### src/rtl/async_fifo_pkg.sv
// Shared types and Gray-code helpers for the dual-clock FIFO pointer logic.
// Both the read and write side controllers import this package.
package async_fifo_pkg;

  localparam int MAX_LENGTH = 32;

  typedef logic [MAX_LENGTH-1:0] ptr_word_t;

  typedef struct packed {
    logic empty;
    logic almost_empty;
    logic underflow;
    logic overrun_err;
  } fifo_rd_status_t;

  localparam fifo_rd_status_t RD_STATUS_RESET = '{
    empty:        1'b1,
    almost_empty: 1'b1,
    underflow:    1'b0,
    overrun_err:  1'b0
  };

  function automatic ptr_word_t width_mask(input int length);
    if (length >= MAX_LENGTH) return '1;
    return (ptr_word_t'(1) << length) - ptr_word_t'(1);
  endfunction

  // g = b ^ (b >> 1), limited to the low 'length' bits.
  function automatic ptr_word_t bin2gray(input ptr_word_t b, input int length);
    ptr_word_t bm;
    bm = b & width_mask(length);
    return bm ^ (bm >> 1);
  endfunction

  // Each binary bit is the XOR of its Gray bit and every Gray bit above it.
  function automatic ptr_word_t gray2bin(input ptr_word_t g, input int length);
    ptr_word_t gm;
    ptr_word_t b;
    gm = g & width_mask(length);
    b  = '0;
    for (int i = 0; i < MAX_LENGTH; i++) begin
      b[i] = ^(gm >> i);
    end
    return b;
  endfunction

endpackage

### src/rtl/gray_to_binary.sv
// Combinational Gray-to-binary decoder, shared by the read and write side
// pointer controllers to interpret the pointer synchronized from the other side.
module gray_to_binary #(
  parameter int LENGTH = 8
) (
  input  logic [LENGTH-1:0] gray_i,
  output logic [LENGTH-1:0] bin_o
);

  // A flat reduction per bit keeps the decoder free of bit-to-bit feedback
  // within one vector, so it stays a pure tree of XORs.
  for (genvar i = 0; i < LENGTH; i++) begin : g_bit
    assign bin_o[i] = ^gray_i[LENGTH-1:i];
  end

endmodule

### src/rtl/async_fifo_rd_ctrl.sv
// Read-side pointer and flag controller of a dual-clock FIFO (clk_diff domain):
// owns the read pointer, drives the RAM read port and derives empty/level flags.
module async_fifo_rd_ctrl
  import async_fifo_pkg::*;
#(
  parameter int LENGTH          = 8,
  parameter int ALMOST_EMPTY_TH = 2
) (
  input  logic              clk_diff,
  input  logic              reset_diff,
  input  logic [LENGTH-1:0] wr_gray_synced,
  input  logic              rd_en,
  output logic              rd_accept,
  output logic              mem_rd_en,
  output logic [LENGTH-2:0] mem_rd_addr,
  output logic              data_valid,
  output logic [LENGTH-1:0] rd_gray,
  output logic              empty,
  output logic              almost_empty,
  output logic [LENGTH-1:0] level,
  output logic              underflow,
  output logic              overrun_err
);

  localparam logic [LENGTH-1:0] DEPTH_L = {1'b1, {(LENGTH-1){1'b0}}};
  localparam logic [LENGTH-1:0] TH_L    = LENGTH'(ALMOST_EMPTY_TH);

  logic [LENGTH-1:0] wr_bin;

  logic [LENGTH-1:0] rd_bin_q,     rd_bin_d;
  logic [LENGTH-1:0] rd_gray_q,    rd_gray_d;
  logic [LENGTH-1:0] level_q,      level_d;
  logic              data_valid_q, data_valid_d;
  fifo_rd_status_t   status_q,     status_d;

  gray_to_binary #(
    .LENGTH (LENGTH)
  ) u_wr_decode (
    .gray_i (wr_gray_synced),
    .bin_o  (wr_bin)
  );

  // The pop is gated by the registered empty flag only, so a pop in this
  // cycle is already folded into the level that empty will be built from.
  always_comb begin
    // NOTE: every always_comb target gets a value before any other statement,
    // so no path can leave one unassigned and infer a latch.
    rd_bin_d     = rd_bin_q;
    rd_gray_d    = rd_gray_q;
    level_d      = level_q;
    data_valid_d = 1'b0;
    status_d     = status_q;
    rd_accept    = rd_en & ~status_q.empty;

    rd_bin_d     = rd_bin_q + {{(LENGTH-1){1'b0}}, rd_accept};
    rd_gray_d    = LENGTH'(bin2gray(ptr_word_t'(rd_bin_d), LENGTH));
    level_d      = wr_bin - rd_bin_d;
    data_valid_d = rd_accept;

    // Corrupt synchronization is flagged but the raw difference still drives
    // the flags, so the symptom stays visible rather than being masked.
    status_d.empty        = (level_d == '0);
    status_d.almost_empty = (level_d <= TH_L);
    status_d.underflow    = rd_en & status_q.empty;
    status_d.overrun_err  = status_q.overrun_err | (level_d > DEPTH_L);
  end

  always_ff @(posedge clk_diff) begin
    // NOTE: sequential state uses non-blocking assignments so every register
    // samples the values from before this clock edge, whatever the order.
    if (reset_diff) begin
      rd_bin_q     <= '0;
      rd_gray_q    <= '0;
      level_q      <= '0;
      data_valid_q <= 1'b0;
      status_q     <= RD_STATUS_RESET;
    end else begin
      rd_bin_q     <= rd_bin_d;
      rd_gray_q    <= rd_gray_d;
      level_q      <= level_d;
      data_valid_q <= data_valid_d;
      status_q     <= status_d;
    end
  end

  assign mem_rd_en    = rd_accept;
  assign mem_rd_addr  = rd_bin_q[LENGTH-2:0];
  assign data_valid   = data_valid_q;
  assign rd_gray      = rd_gray_q;
  assign level        = level_q;
  assign empty        = status_q.empty;
  assign almost_empty = status_q.almost_empty;
  assign underflow    = status_q.underflow;
  assign overrun_err  = status_q.overrun_err;

endmodule
### config.mk
export PLATFORM = sky130hd
export DESIGN_NAME = async_fifo_rd_ctrl
export DESIGN_NICKNAME = d
export VERILOG_FILES = /design/src/rtl/async_fifo_pkg.sv /design/src/rtl/gray_to_binary.sv /design/src/rtl/async_fifo_rd_ctrl.sv
export SDC_FILE = /design/constraint.sdc
export NUM_CORES = 1
export LEC_CHECK = 0
export CAP_MARGIN = 20
export CORE_MARGIN = 3
export CORE_UTILIZATION = 43
export DETAILED_ROUTE_END_ITERATION = 10
export PLACE_DENSITY = 0.75
export SETUP_SLACK_MARGIN = 0.05
export SLEW_MARGIN = 10
export SYNTH_ARGS = -nofsm -noshare
export SYNTH_HDL_FRONTEND = slang
export SYNTH_SLANG_ARGS = --single-unit
### constraint.sdc
create_clock -name clk_diff -period 4.4 [get_ports clk_diff]
set_input_delay 1.32 -clock clk_diff [delete_from_list [all_inputs] [get_ports clk_diff]]
set_output_delay 1.32 -clock clk_diff [all_outputs]
set_load 0.02 [all_outputs]
==> impl_results.md <==
* Gr usage total at 17.2%
* Placed Instance Area at 0.00207 mm²
* Setup Viol. Count Final at 0
* Top cells by area in the synthesized netlist: dfxtp_1 37%, xnor2_1 12%, ha_1 6.6%
* Period Utilization, post-route at 93.6%
* Share of layout cells above drive strength 1 at 17.4%
* Final ANT Viol Nets at 0
* WP data arrival at 2.80 ns
* Ys async rst share at 0%
* Die Area at 0.00425 mm²
* Post-synthesis cell area at 0.00151 mm²
* Slew Limit Fails at 0
* Synth unique cells at 40
* Crit path launch type: input port
* Fin area at 0.00218 mm²
* TritonCTS clock tree: built
* Dpl hpwl at 2.75 mm
* Primary FF master, synth: dfxtp_1
* Setup Crit Path Kind: input port to primary output
* Commonest non-fill, non-tap cell in the layout: clkdlybuf4s50_1
* Worst path top cell family by delay: buffers and inverters
* IO Pins at 41
* Max Cap Violations at 0
* Status: finished clean
* Largest net degree at the start of global routing at 30
* Antenna violations before repair at 0
* Total CTS buffers at 3
* Clock transition at path regs at 0.15 ns
* VDD IR-drop max at 250 µV
* DR DRC count at 0
* Worst Max-Slew Pin Slew at 0.954 ns
* HP Class: flop to flop
* Number of global-route vias before repair at 1,279
* CTS root buffer: clkbuf_4
* Worst-Skew Late Latency at 0.32 ns
* P per Cell Area at 382 mW/mm²
* DR vias at 1,312
* H-tree Lvls at 1
* Pre-antenna DRT Iters at 4
* Die W at 65.2 µm
* Most used cell, CP: clkdlybuf4s50_1
* Fill cell count at 266
* Initial core utilization at 47.1%
* Commonest cells after routing, fill and taps aside: 34 x clkdlybuf4s50_1, 28 x dfxtp_1, 24 x nor2_1
* Area share of the largest cell type after synthesis at 37.2%
* Worst Skew at 0.0102 ns
* Peak Freq at 243 MHz
* Worst-case hold slack at 0.490 ns
* Synth Register Bits at 28
* Drt wl/cell at 13.2 µm
* # clock sinks at 28
* Multi-input gate area at 917 µm²
* Row cnt at 20
* Critical-path maximum fanout at 3
* Number of flops mapped to enable cells by yosys at 0
* Chip height at 65.2 µm
* Ant. Diodes at 0
* Slowest CP cell: clkdlybuf4s50_1
* CP peak stage delay at 0.60 ns
* Critical path data required time at 3.08 ns
* Final hold vios at 0
* First-pass GRT wire length at 5.71 mm
* Core Footprint at 0.00320 mm²
* WL final at 3.45 mm
* Seq. cell area at 561 µm²
* Placer Congestion at 0.778
* Fin Setup TNS at 0 ns
* Static leakage at 0.919 nW
* Slew HR at 36.2%
* Cell count after synthesis at 158
* Starting DRT DRC Count at 111
* Via density per instance at 5.01
* Worst Path Buf+Inv at 3
* Clock tree buffer depth at 2
* GRT overflow at 0
* Cells along the critical path: clkdlybuf4s50_1 > nor2b_1 > buf_4 > clkdlybuf4s50_1
* Critical path endpoint category: primary output
* Register area share after synthesis at 37.2%
* Syn Area/Cell at 9.54 µm²
* I/O Buffers at 40
* Layout Area Growth over Synthesis at 44.6%
* Net Count, Synth at 178
* Fin crit period at 4.12 ns
* Final #Nets at 239
* Synth area leader: dfxtp_1
* RSZ-0062 raised after global routing: false
* Synth warn at 0
## area by class of cell
| type | instances | area share, % |
|---|---|---|
| multi-input combinational | 120 | 42.1 |
| timing repair buffer | 62 | 26.6 |
| sequential | 28 | 25.7 |
| tap | 44 | 2.52 |
| clock inverter | 1 | 1.38 |
| clock buffer | 3 | 1.03 |
| inverter | 4 | 0.688 |
## cell usage after synthesis (4+ instances only)
master,count
a21oi_1,4
dfxtp_1,28
ha_1,8
inv_1,4
nand2_1,5
nand2b_1,6
nand3_1,4
nor2_1,24
nor2b_1,5
nor3_1,7
o21ai_0,4
xnor2_1,21
xor2_1,6
## routing by layer
layer	GRT usage, %	share of wire (%)	wire length, µm
met1	18.9	39	1330
met2	31.6	52	1790
met3	3.93	7.3	251
met4	6.99	2.3	78
met5	0	0	0
## worst register-to-register path, delay by kind of cell, from the launching register on
family	cells	cell delay (ns)
DFF	1	0.40
buffers and inverters	1	0.08
adders and majority gates	3	0.77
and+or+nand+nor	2	0.30
AOI/OAI and AO/OA	6	1.25
## cells by family after synthesis
group           share of synthesized area, %
flops                                   37.2
simple gates                            18.4
fa+ha+maj                               7.97
compound gates                          10.3
mux                                    0.664
buf+inv                                 2.82
xor+xnor                                22.7
## per-stage QoR
stage               power, mW  utilization [%]  instances  setup WS [ns]
CTS                     0.821             66.8        259         0.0814
global placement        0.632             64.6        254         -0.216
finish                  0.833             68.1        262          0.280
detailed placement      0.644             64.6        254         -0.311
global route            0.886             68.1        262          0.172
floorplan               0.515                -        158          0.144
## sequential cells by signal, indices dropped and copies added, names as in the netlist
name,count
rd_bin_q,8
almost_empty,1
empty,1
rd_gray,7
underflow,1
overrun_err,1
data_valid,1
level,8
## power by group
| part | leakage [nW] | internal [mW] | switching, mW |
|---|---|---|---|
| clock network | 0.0279 | 0.0920 | 0.0756 |
| logic | 0.661 | 0.193 | 0.185 |
| registers | 0.230 | 0.280 | 0.00785 |
| total | 0.919 | 0.565 | 0.269 |
## final timing paths
check	cells after the start	slack [ns]	from	end
max	4	0.28	rd_en	mem_rd_en
min	1	0.49	empty	data_valid
max reg2reg	12	1.50	empty	overrun_err
min reg2reg	1	0.49	empty	data_valid
## repair_timing
item / CTS / global route
pin swaps: 2 / 12
setup buffers: 1 / 3
gates resized for setup: 2 / 9
setup endpoints to repair: 2 / 4
hold buffers: 0 / 0
Note: power is estimated with default switching activity, not from simulation.
